### src/rtl/aes_pkg.sv
// Shared AES definitions used by the selector-error collector and its alert FSM.
package aes_pkg;

  localparam int AesSelErrCntW = 8;

  // Sparse 6-bit encodings, pairwise Hamming distance 4.
  typedef enum logic [5:0] {
    IDLE     = 6'b001110,
    REQ      = 6'b110100,
    WAIT_LOW = 6'b011001
  } aes_sel_err_state_e;

endpackage

### src/rtl/aes_sel_err_alert_fsm.sv
// Four-phase alert handshake FSM with the test-pending flag.
module aes_sel_err_alert_fsm
  import aes_pkg::*;
(
  input  logic clk_i,
  input  logic rst_ni,
  input  logic fatal_i,
  input  logic alert_test_i,
  input  logic alert_ack_i,
  output logic alert_req_o,
  output logic state_err_o
);

  logic [5:0] state_d, state_q;
  logic       test_pend_d, test_pend_q;
  logic       go_req;

  always_comb begin
    state_d     = state_q;
    state_err_o = 1'b0;
    go_req      = 1'b0;
    unique case (state_q)
      IDLE: begin
        if (fatal_i || test_pend_q) begin
          state_d = REQ;
          go_req  = 1'b1;
        end
      end
      REQ:      if (alert_ack_i)  state_d = WAIT_LOW;
      WAIT_LOW: if (!alert_ack_i) state_d = IDLE;
      default: begin
        state_err_o = 1'b1;
        state_d     = REQ;
      end
    endcase
    // A pulse landing on the launching edge is served by that same handshake.
    test_pend_d = go_req ? 1'b0 : (test_pend_q | alert_test_i);
  end

  assign alert_req_o = (state_q == REQ);

  caliptra_prim_sec_anchor_flop #(
    .Width      (6),
    .ResetValue (IDLE)
  ) u_state_regs (
    .clk_i  (clk_i),
    .rst_ni (rst_ni),
    .d_i    (state_d),
    .q_o    (state_q)
  );

  always_ff @(posedge clk_i or negedge rst_ni) begin
    if (!rst_ni) test_pend_q <= 1'b0;
    else         test_pend_q <= test_pend_d;
  end

endmodule

### src/rtl/caliptra_prim_sec_anchor_flop.sv
// Register whose contents synthesis must keep bit-for-bit (no re-encoding).
module caliptra_prim_sec_anchor_flop #(
  parameter int               Width      = 1,
  parameter logic [Width-1:0] ResetValue = '0
) (
  input  logic             clk_i,
  input  logic             rst_ni,
  input  logic [Width-1:0] d_i,
  output logic [Width-1:0] q_o
);

  logic [Width-1:0] q_q;

  always_ff @(posedge clk_i or negedge rst_ni) begin
    if (!rst_ni) q_q <= ResetValue;
    else         q_q <= d_i;
  end

  assign q_o = q_q;

endmodule

### src/rtl/aes_sel_err_collect.sv
// Sticky collector for sparse mux-selector checker errors with alert request.
// Optional saturating error-cycle counter enabled by `define AES_SEL_ERR_CNT_EN.
module aes_sel_err_collect
  import aes_pkg::*;
#(
  parameter int NumChk = 8,
  parameter int IdxW   = (NumChk > 1) ? $clog2(NumChk) : 1
) (
  input  logic                     clk_i,
  input  logic                     rst_ni,
  input  logic [NumChk-1:0]        err_i,
  input  logic                     alert_test_i,
  input  logic                     alert_ack_i,
  output logic                     alert_req_o,
  output logic                     err_fatal_o,
  output logic [NumChk-1:0]        err_vec_o,
  output logic [IdxW-1:0]          err_idx_o,
  output logic [AesSelErrCntW-1:0] err_cnt_o
);

  logic              any_err, state_err;
  logic [NumChk-1:0] err_vec_d, err_vec_q;
  logic              err_fatal_d, err_fatal_q;
  logic [IdxW-1:0]   first_idx, err_idx_d, err_idx_q;

  assign any_err = |err_i;

  always_comb begin
    first_idx = '0;
    for (int k = NumChk - 1; k >= 0; k--) begin
      if (err_i[k]) first_idx = IdxW'(k);
    end
  end

  always_comb begin
    err_vec_d   = err_vec_q | err_i;
    err_fatal_d = err_fatal_q | any_err | state_err;
    // Only the very first checker-error cycle records an index.
    err_idx_d   = (any_err && !err_fatal_q) ? first_idx : err_idx_q;
  end

  always_ff @(posedge clk_i or negedge rst_ni) begin
    if (!rst_ni) begin
      err_vec_q   <= '0;
      err_fatal_q <= 1'b0;
      err_idx_q   <= '0;
    end else begin
      err_vec_q   <= err_vec_d;
      err_fatal_q <= err_fatal_d;
      err_idx_q   <= err_idx_d;
    end
  end

`ifdef AES_SEL_ERR_CNT_EN
  logic [AesSelErrCntW-1:0] err_cnt_d, err_cnt_q;

  always_comb begin
    err_cnt_d = err_cnt_q;
    if (any_err && (err_cnt_q != {AesSelErrCntW{1'b1}})) err_cnt_d = err_cnt_q + 1'b1;
  end

  always_ff @(posedge clk_i or negedge rst_ni) begin
    if (!rst_ni) err_cnt_q <= '0;
    else         err_cnt_q <= err_cnt_d;
  end

  assign err_cnt_o = err_cnt_q;
`else
  assign err_cnt_o = '0;
`endif

  aes_sel_err_alert_fsm u_alert_fsm (
    .clk_i        (clk_i),
    .rst_ni       (rst_ni),
    .fatal_i      (err_fatal_q),
    .alert_test_i (alert_test_i),
    .alert_ack_i  (alert_ack_i),
    .alert_req_o  (alert_req_o),
    .state_err_o  (state_err)
  );

  assign err_fatal_o = err_fatal_q;
  assign err_vec_o   = err_vec_q;
  assign err_idx_o   = err_idx_q;

endmodule

### config.mk
export PLATFORM = sky130hd
export DESIGN_NAME = aes_sel_err_collect
export DESIGN_NICKNAME = d
export VERILOG_FILES = /design/src/rtl/aes_pkg.sv /design/src/rtl/aes_sel_err_alert_fsm.sv /design/src/rtl/caliptra_prim_sec_anchor_flop.sv /design/src/rtl/aes_sel_err_collect.sv
export SDC_FILE = /design/constraint.sdc
export NUM_CORES = 1
export LEC_CHECK = 0
export BUFFER_PORTS_ARGS = -buffer_cell sky130_fd_sc_hd__buf_2
export CAP_MARGIN = 40
export CORE_MARGIN = 2
export CORE_UTILIZATION = 45
export DETAILED_ROUTE_END_ITERATION = 8
export PLACE_DENSITY = 0.74
export SLEW_MARGIN = 30
export SYNTH_ARGS = -nofsm -noshare
export SYNTH_HDL_FRONTEND = slang
export SYNTH_SLANG_ARGS = --single-unit
### constraint.sdc
create_clock -name clk_i -period 2.1 [get_ports clk_i]
set_clock_uncertainty 0.05 [all_clocks]
set_input_delay 0.105 -clock clk_i [delete_from_list [all_inputs] [get_ports clk_i]]
set_output_delay 0.105 -clock clk_i [all_outputs]
set_load 0.1 [all_outputs]
Yosys cells after proc, flatten, opt, wreduce, memory -nomap -nowiden
Cells that the tools add are included.
{"block": "totals", "register_bits": 19, "inputBits": 12, "output_inout_bits": 21}
{"block": "classes", "eq_ne": 6, "mux": 16, "bitwise_logic": 4, "reduce_logical": 6}
{"cell": "3-bit 2-to-1 mux", "n": 8}
{"cell": "6-bit 2-to-1 mux", "n": 3}
{"cell": "6-bit case mux with 3 select lines", "n": 1}
{"cell": "8-bit bitwise OR", "n": 1}
{"cell": "8-bit OR reduction", "n": 1}
{"cell": "6-bit by 4-bit == test with 1-bit output, second input constant", "n": 1}
{"cell": "6-bit by 5-bit == test with 1-bit output, second input constant", "n": 1}
{"cell": "6-bit == test, second input constant", "n": 1}
{"cell": "1-bit 2-to-1 mux", "n": 4}
{"cell": "2-bit != test, second input constant", "n": 2}
{"cell": "1-bit bitwise OR", "n": 3}
{"cell": "3-bit AND reduction", "n": 1}
{"cell": "3-bit OR reduction", "n": 1}
{"cell": "2-bit by 1-bit != test with 1-bit output, second input constant", "n": 1}
{"cell": "1-bit logical AND", "n": 1}
{"cell": "1-bit zero test", "n": 1}
{"cell": "1-bit logical OR", "n": 1}

Longest topological paths before layout
Gate-level depths: netlist (run 1).
{"block": "logic_depth", "ltp_word": 8, "depth_mapped": 4}

Modules after synthesis
From an unflattened synthesis (run 1), not the netlist that was laid out.
{"block": "unflattened", "cells_unflattened": 74, "area_unflattened_um2": 910.9}
{"mod": "aes_sel_err_collect", "n_inst": 1, "cells_each": 49, "area_per_inst_um2": 561.8}
{"mod": "aes_sel_err_alert_fsm", "n_inst": 1, "cells_each": 19, "area_per_inst_um2": 195.2}
{"mod": "caliptra_prim_sec_anchor_flop", "n_inst": 1, "cells_each": 6, "area_per_inst_um2": 153.9}

Least setup slack after synthesis (run 1)
OpenSTA, ideal clock, no wires.
{"block": "synth_path", "kind": "register -> output", "start": "register u_alert_fsm.u_state_regs.q_q[2] (netlist: u_alert_fsm.u_state_regs.q_o[2])", "end": "output port alert_req_o", "arrival_time_ps": 2031, "path_slack_ps": -86, "stages_incl_launch_ff": 4, "path_buffers": 0, "path_cell_list": "dfstp_2 -> nor2b_1 -> nand3b_1 -> nor2_1"}
{"block": "synth_via", "elab_chain_cells": 1}
{"item": "start, declared", "line_no": "caliptra_prim_sec_anchor_flop.sv:12", "source": "logic [Width-1:0] q_q;"}
{"item": "start signal, assigned", "line_no": "caliptra_prim_sec_anchor_flop.sv:15", "source": "if (!rst_ni) q_q <= ResetValue;"}
{"item": "start signal, assigned", "line_no": "caliptra_prim_sec_anchor_flop.sv:16", "source": "else q_q <= d_i;"}
{"item": "6-bit == test", "line_no": "aes_sel_err_alert_fsm.sv:40", "source": "assign alert_req_o = (state_q == REQ);"}
{"item": "end, declared", "line_no": "aes_sel_err_collect.sv:14", "source": "output logic alert_req_o,"}
No other way between the ends.

Worst setup path after layout (run 1)
Ends and elaborated chain as after synthesis.

==> results of run 1 <==
-- routing by layer --
metal / GRT usage, % / share of wire (%)
met1: 19.9 / 45
met2: 21.9 / 49
met3: 3.77 / 4.9
met4: 9.73 / 0.68
met5: 0 / 0
-- cells by family after synthesis --
kind of cell / count (synthesis) / share of synthesized area, %
other: 1 / 0.432
and+or+nand+nor: 29 / 22.3
AOI/OAI and AO/OA: 16 / 13.4
buffers and inverters: 12 / 8.65
DFF: 19 / 55.2
-- power by group through the flow --
stage / Clock [W] / Sequential (W) / Combinational (W)
2_1_floorplan: 0 / 0.000456 / 0.000321
3_3_place_gp: 0 / 0.000437 / 0.000392
3_5_place_dp: 0 / 0.000439 / 0.000396
4_1_cts: 0.000185 / 0.000431 / 0.000401
5_1_grt: 0.000201 / 0.000438 / 0.000425
6_report: 0.000179 / 0.000432 / 0.000399
-- synth_stat cells --
cell type                  instances  area share, %
sky130_fd_sc_hd__o21a_1            3            2.6
sky130_fd_sc_hd__nor4_4            2            4.9
sky130_fd_sc_hd__o22a_1            2            2.0
sky130_fd_sc_hd__dfrtp_1          16             46
sky130_fd_sc_hd__or2_2             8            5.8
sky130_fd_sc_hd__inv_1             4            1.7
sky130_fd_sc_hd__buf_4             8            6.9
sky130_fd_sc_hd__a21oi_1           2            1.2
sky130_fd_sc_hd__nand2b_1          2            1.4
sky130_fd_sc_hd__nand4b_1          1            1.0
sky130_fd_sc_hd__nor2b_1           3            2.2
sky130_fd_sc_hd__conb_1            1           0.43
sky130_fd_sc_hd__nor3_1            2            1.2
sky130_fd_sc_hd__and2_1            1           0.72
sky130_fd_sc_hd__o31ai_1           1           0.86
sky130_fd_sc_hd__o21ai_1           3            1.7
sky130_fd_sc_hd__o21ai_0           1           0.58
sky130_fd_sc_hd__dfstp_2           3            9.1
sky130_fd_sc_hd__nand2_1           2           0.86
sky130_fd_sc_hd__a21oi_2           1            1.0
sky130_fd_sc_hd__o311ai_1          1            1.0
sky130_fd_sc_hd__nor2_1            6            2.6
sky130_fd_sc_hd__nand3b_1          2            1.7
sky130_fd_sc_hd__o211ai_2          1            1.4
sky130_fd_sc_hd__o31a_1            1            1.0
-- stage by stage --
| step | util, % | cells | setup WS, ns | total power, W |
|---|---|---|---|---|
| CTS | 59.2 | 132 | 0.298 | 0.00102 |
| finish | 59.2 | 132 | 0.304 | 0.00101 |
| global route | 59.2 | 132 | 0.178 | 0.00106 |
| detailed placement | 56.0 | 125 | 0.623 | 0.000835 |
| floorplan | - | 84 | 0.364 | 0.000777 |
| global placement | 56.0 | 125 | 0.649 | 0.000828 |
-- layout make-up --
class | count | area [um2]
Fill cell | 166 | 719
Timing Repair Buffer | 27 | 150
Inverter | 4 | 15.0
Multi-Input combinational cell | 53 | 343
Tap cell | 25 | 31.3
Sequential cell | 19 | 479
Clock buffer | 4 | 26.3
-- state kept, by name (all words and copies together), names as in the netlist --
register / count
err_idx_o: 3
err_fatal_o: 1
err_vec_o: 8
u_alert_fsm.test_pend_q: 1
u_alert_fsm.u_state_regs.q_o: 6
-- final timing paths --
path	to	slack, ns
min in group asynchronous	err_vec_o[7]$_DFF_PN0_	0.21
max in group asynchronous	u_alert_fsm.u_state_regs.q_o[1]$_DFFE_PN1P_	1.46
worst max register to register	u_alert_fsm.u_state_regs.q_o[5]$_DFFE_PN0P_	0.68
worst min-delay path	err_vec_o[5]$_DFF_PN0_	0.03
worst max-delay path	alert_req_o	0.30
worst min register to register	err_vec_o[3]$_DFF_PN0_	0.42
==> impl_summary.log, run 1 <==
[metrics] run status: finished, final reports clean
[metrics] number of stages on the worst setup path: 4
[metrics] Worst-path clk slew: 0.10 ns
[metrics] number of warnings issued by yosys: 0
[metrics] final weighted congestion of routability-driven global placement: 0.748
[metrics] number of diodes: 0
[metrics] count of maximum capacitance violations: 0
[metrics] Initial Util: 49.2%
[metrics] number of nets in the layout: 120
[metrics] total congestion overflow: 0
[metrics] average wire per standard cell: 11.2 um
[metrics] most frequent cells in the layout: sky130_fd_sc_hd__buf_2, sky130_fd_sc_hd__dfrtp_1, sky130_fd_sc_hd__or2_2, sky130_fd_sc_hd__conb_1, sky130_fd_sc_hd__nor2_1
[metrics] cts-stage hold buffer count: 3
[metrics] share of power burned in the clock network: 17.7%
[metrics] clock buffer depth: 2
[metrics] total wirelength of the detailed-routed design: about 1.5 mm
[metrics] Crit path required time: between 1.5 and 2 ns
[metrics] count of standard-cell rows: 15
[metrics] IO Count: 33
[metrics] Crit path max-delay family: flip-flops
[metrics] routed via count: 627
[metrics] final-report max-slew violation count: 0
[metrics] mean post-synth cell area: 11.3 um2
[metrics] number of distinct library cells after synthesis: 25
[metrics] Synth Instances: 77
[metrics] switching share of power: 43.6%
[metrics] number of remaining DRC errors: 0
[metrics] GRT Util Overall: 15.1%
[metrics] relative contribution of sequential cells to total power: 42.8%
[metrics] summed area of non-filler cells in the final layout: between 1000 and 1500 um2
[metrics] maximum number of pins on one net before global-route repair: 20
[metrics] Sum Neg Setup Slack: 0 ns
[metrics] count of buffers added by post-CTS timing repair for setup: 0
[metrics] portion of total power attributed to combinational logic: around two fifths
[metrics] CTS sink count: 19
[metrics] maximum clock frequency: 0.557 GHz
[metrics] number of failing hold endpoints at the final stage: 0
[metrics] vias in the first global route: between 500 and 600
[metrics] peak per-stage delay on the critical path: about 0.54 ns
[metrics] Internal Dissipation: 0.000569 W
[metrics] Final setup viols: 0
[metrics] launch point of the critical path: u_alert_fsm.u_state_regs.q_o[2]$_DFFE_PN1P_
[metrics] critical path start-end classification: flip-flop to output pin
[metrics] maximum ir drop on the vdd rail: 0.414 mV
[metrics] DPL Wire Length: approximately 1.1 mm
[metrics] Detail Route Antenna Nets: 0
[metrics] unrepaired setup endpoints after global routing: no
[metrics] power density relative to cell area: 966 nW/um2
[metrics] First DRT Iteration DRCs: 15
[metrics] number of port buffers: 24
[metrics] core area: 1760 um2
[metrics] area of placed instances: 988 um2
[metrics] critical path fanouts, max: 3
[metrics] share of synthesized area occupied by flip-flops and latches: 55.2%
[metrics] share of cells above drive strength 1: approximately two fifths
[metrics] Fin Hold WS: 0.0344 ns
[metrics] worst hold path class: input pin to flip-flop
[metrics] clock network latency to the later pin of the worst-skew pair: around 0.28 ns
[metrics] Clock Root Buffer: sky130_fd_sc_hd__clkbuf_4
[metrics] total number of H-tree levels: 1
[metrics] Vias/cell: 4.75
[metrics] FF-to-FF Start: u_alert_fsm.u_state_regs.q_o[3]$_DFFE_PN1P_
[metrics] length in cells of the worst reg-to-reg path: 4
[metrics] hold path cells: 2
[metrics] arrival time at the worst endpoint: 1.64 ns
[metrics] Leakage: 0.426 nW
[metrics] minimum period implied by the final worst setup slack: ~1.8 ns
[metrics] TritonCTS buffer count: 3
[metrics] post-CTS sizing: 0
[metrics] most frequent standard cell in the layout excluding fill and tap cells: sky130_fd_sc_hd__buf_2
[metrics] CTS tree: yes
[metrics] number of buffer and inverter stages on the critical path: 1
[metrics] initial antenna violation count: 0
[metrics] HP Start: err_i[5]
[metrics] power dissipated by switching net loads: approximately 0.00044 W
[metrics] number of detailed-route iterations in the first pass: 4
[metrics] worst path cell trace: nor2b_1, nand3b_1, nor2_2, buf_2
[metrics] chip width: 47.9 um
[metrics] Die ar.: 2300 um2
[metrics] synthesis-to-layout area growth: 20.3%
[metrics] flip-flop and latch count after synthesis: 19
[metrics] Slowest cell on crit path: sky130_fd_sc_hd__dfstp_2
[metrics] Die Ht: roughly 48 um
[metrics] post-synthesis instance area: approximately 870 um2
[metrics] category of the worst setup path capture point: output pin
[metrics] crit share post-route: 85.5%
[metrics] wire length of the first global-routing pass: 2.35 mm
[metrics] CP startpoint kind: flip-flop
Power figures use the tool's default switching activity.
==> inputs of run 2 (changes only) <==
--- a/config.mk
+++ b/config.mk
@@ -8,9 +8,10 @@
 export BUFFER_PORTS_ARGS = -buffer_cell sky130_fd_sc_hd__buf_2
 export CAP_MARGIN = 40
 export CORE_MARGIN = 2
-export CORE_UTILIZATION = 45
+export CORE_UTILIZATION = 42
 export DETAILED_ROUTE_END_ITERATION = 8
-export PLACE_DENSITY = 0.74
+export PLACE_DENSITY = 0.7
+export REMOVE_ABC_BUFFERS = 1
 export SLEW_MARGIN = 30
 export SYNTH_ARGS = -nofsm -noshare
 export SYNTH_HDL_FRONTEND = slang
==> run 2 against run 1 <==
Critical path depth stayed put. Worst hold slack worse by 0.0061 ns. Register-to-register slack better by 0.03 ns. Via count is 1.8% lower. Global-route usage is 1.9 points lower. Critical path type unchanged. Largest power group unchanged. Sequential power hardly changed. Total power is 0.75% lower.
==> impl_summary.log, run 2 (synthesis gave the netlist of run 1 again) <==
[metrics] fillcell total: 202 (+22%)
[metrics] number of remaining DRC errors: 0 (unchanged)
[metrics] count of standard-cell rows: 16 (+1)
[metrics] Vias/cell: 4.60 (-3.2%)
[metrics] total congestion overflow: 0 (unchanged)
[metrics] maximum clock frequency: 0.553 GHz (-0.71%)
[metrics] end point of the worst hold path: err_vec_o[7]$_DFF_PN0_
[metrics] worst path cell trace: nor2b_1, nand3b_1, nor2_1, buf_2
[metrics] Internal Dissipation: 0.000567 W (-0.34%)
[metrics] Leakage: 0.426 nW (about the same)
[metrics] Worst-path clk slew: 0.10 ns (about the same)
[metrics] power dissipated by switching net loads: 0.000434 W (-1.3%)
[metrics] clock network latency to the later pin of the worst-skew pair: 0.29 ns (about the same)
[metrics] final weighted congestion of routability-driven global placement: 0.742 (-0.91%)
[metrics] Fin Hold WS: 0.0282 ns (-0.00612 ns)
[metrics] hold path cells: 2 (unchanged)
[metrics] category of the worst setup path capture point: output pin
[metrics] most frequent standard cell in the layout excluding fill and tap cells: sky130_fd_sc_hd__buf_2
[metrics] First DRT Iteration DRCs: 8 (-7)
[metrics] final-report max-slew violation count: 0 (unchanged)
[metrics] number of diodes: 0 (unchanged)
[metrics] register-to-register setup slack: 0.71 ns (+0.03 ns)
[metrics] count of maximum capacitance violations: 0 (unchanged)
[metrics] TritonCTS buffer count: 3 (unchanged)
[metrics] worst hold path class: input pin to flip-flop
[metrics] number of nets in the layout: 120 (unchanged)
[metrics] run status: finished, final reports clean
[metrics] GRT Util Overall: 13.2% (-1.9 points)
[metrics] Final setup viols: 0 (unchanged)
[metrics] power density relative to cell area: 959 nW/um2 (-0.75%)
[metrics] crit share post-route: 86.2% (+0.61 points)
[metrics] synthesis-to-layout area growth: 20.3% (unchanged)
[metrics] count of buffers added by post-CTS timing repair for setup: 0 (unchanged)
[metrics] Initial Util: 44.3% (-5.0 points)
[metrics] share of power burned in the clock network: 17.7% (about the same)
[metrics] length in cells of the worst reg-to-reg path: 4 (unchanged)
[metrics] total wirelength of the detailed-routed design: 1.44 mm (-2.2%)
[metrics] number of detailed-route iterations in the first pass: 4 (unchanged)
[metrics] initial antenna violation count: 0 (unchanged)
[metrics] summed area of non-filler cells in the final layout: 1040 um2 (unchanged)
[metrics] post-CTS sizing: 0 (unchanged)
[metrics] peak per-stage delay on the critical path: 0.53 ns (about the same)
[metrics] maximum number of pins on one net before global-route repair: 20 (unchanged)
[metrics] average wire per standard cell: 10.8 um (-3.6%)
[metrics] Detail Route Antenna Nets: 0 (unchanged)
[metrics] portion of total power attributed to combinational logic: 39.4% (about the same)
[metrics] Crit path required time: 1.95 ns (about the same)
[metrics] number of buffer and inverter stages on the critical path: 1 (unchanged)
[metrics] most frequent cells in the layout: sky130_fd_sc_hd__buf_2, sky130_fd_sc_hd__dfrtp_1, sky130_fd_sc_hd__or2_2, sky130_fd_sc_hd__conb_1, sky130_fd_sc_hd__nor2_1
[metrics] total number of H-tree levels: 1 (unchanged)
[metrics] maximum ir drop on the vdd rail: 1.21 mV (+190%)
[metrics] Crit path max-delay family: flip-flops
[metrics] vias in the first global route: 576 (+4.2%)
[metrics] critical path start-end classification: flip-flop to output pin
[metrics] core area: 1960 um2 (+11%)
[metrics] Slowest cell on crit path: sky130_fd_sc_hd__dfstp_2
[metrics] chip width: 49.5 um (+3.2%)
[metrics] switching share of power: 43.4% (-0.23 points)
[metrics] number of port buffers: 24 (unchanged)
[metrics] flip-flop count of the largest register after layout: 8 (unchanged)
[metrics] Critical R2R Capture: u_alert_fsm.u_state_regs.q_o[0]$_DFFE_PN0P_
[metrics] cts-stage hold buffer count: 3 (unchanged)
[metrics] DPL Wire Length: 1.10 mm (-2.9%)
[metrics] area of placed instances: 988 um2 (unchanged)
[metrics] unrepaired setup endpoints after global routing: no
[metrics] share of cells above drive strength 1: 39.3% (-0.93 points)
[metrics] clock buffer depth: 2 (unchanged)
[metrics] Die ar.: 2450 um2 (+6.6%)
[metrics] relative contribution of sequential cells to total power: 42.9% (about the same)
[metrics] FF-to-FF Start: u_alert_fsm.u_state_regs.q_o[3]$_DFFE_PN1P_
[metrics] CP startpoint kind: flip-flop
[metrics] Die Ht: 49.5 um (+3.2%)
[metrics] Clock Root Buffer: sky130_fd_sc_hd__clkbuf_4
[metrics] HP Start: err_i[7]
[metrics] pre-CTS setup slack: 0.630 ns (+0.00700 ns)
[metrics] routed via count: 616 (-1.8%)
[metrics] arrival time at the worst endpoint: 1.65 ns (about the same)
[metrics] wire length of the first global-routing pass: 2.45 mm (+4.4%)
[metrics] CTS tree: yes
[metrics] min setup slack post-route: 0.291 ns (-0.0128 ns)
[metrics] CTS sink count: 19 (unchanged)
[metrics] critical path fanouts, max: 3 (unchanged)
[metrics] number of failing hold endpoints at the final stage: 0 (unchanged)
[metrics] IO Count: 33 (unchanged)
[metrics] minimum period implied by the final worst setup slack: 1.81 ns (+0.0128 ns)
[run 2: cell count changes in the layout (fill, tap and decap cells not counted)]
cell	change
sky130_fd_sc_hd__nor2_1	+1
sky130_fd_sc_hd__nor2_2	-1
[run 2: power by group through the flow]
stage	clock network (W)	registers (W)	logic, W
2_1_floorplan	0	0.000456	0.000303
3_3_place_gp	0	0.000436	0.000387
3_5_place_dp	0	0.000438	0.000391
4_1_cts	0.000183	0.000431	0.000397
5_1_grt	0.000201	0.000438	0.000418
6_report	0.000177	0.000430	0.000395
[run 2: area by class of cell]
| class | instances | area, um2 | area share (%) |
|---|---|---|---|
| flip-flops and latches | 19 | 479 | 45.9 |
| multi-input cells | 53 | 340 | 32.6 |
| repair buffers | 27 | 150 | 14.4 |
| well taps | 27 | 33.8 | 3.23 |
| clock buffers | 4 | 26.3 | 2.51 |
| inverters | 4 | 15.0 | 1.44 |
[run 2: per-stage QoR]
step,instances,utilization (%),setup TNS (ns),total power [W]
after floorplan,76,-,-0.0862,0.000759
after global placement,127,50.4,0,0.000824
after detailed placement,127,50.4,0,0.000829
after CTS,134,53.3,0,0.00101
after global routing,134,53.3,0,0.00106
final,134,53.3,0,0.00100
[run 2: worst max path at each step]
stage	startpoint	end	slack, ns	cells past startpoint
floorplan	u_alert_fsm.u_state_regs.q_o[2]$_DFFE_PN1P_	alert_req_o	-0.09	3
global placement	u_alert_fsm.u_state_regs.q_o[2]$_DFFE_PN1P_	alert_req_o	0.65	4
detailed placement	u_alert_fsm.u_state_regs.q_o[2]$_DFFE_PN1P_	alert_req_o	0.63	4
CTS	u_alert_fsm.u_state_regs.q_o[2]$_DFFE_PN1P_	alert_req_o	0.28	4
global route	u_alert_fsm.u_state_regs.q_o[2]$_DFFE_PN1P_	alert_req_o	0.18	4
finish	u_alert_fsm.u_state_regs.q_o[2]$_DFFE_PN1P_	alert_req_o	0.29	4
[run 2: per-layer routing]
| layer | routed length (um) | GRT usage [%] | vias to the layer above |
|---|---|---|---|
| li1 | - | - | 304 |
| met1 | 633 | 16.1 | 287 |
| met2 | 674 | 20.7 | 23 |
| met3 | 116 | 4.24 | 2 |
| met4 | 19 | 6.94 | 0 |
| met5 | 0 | 0 | - |
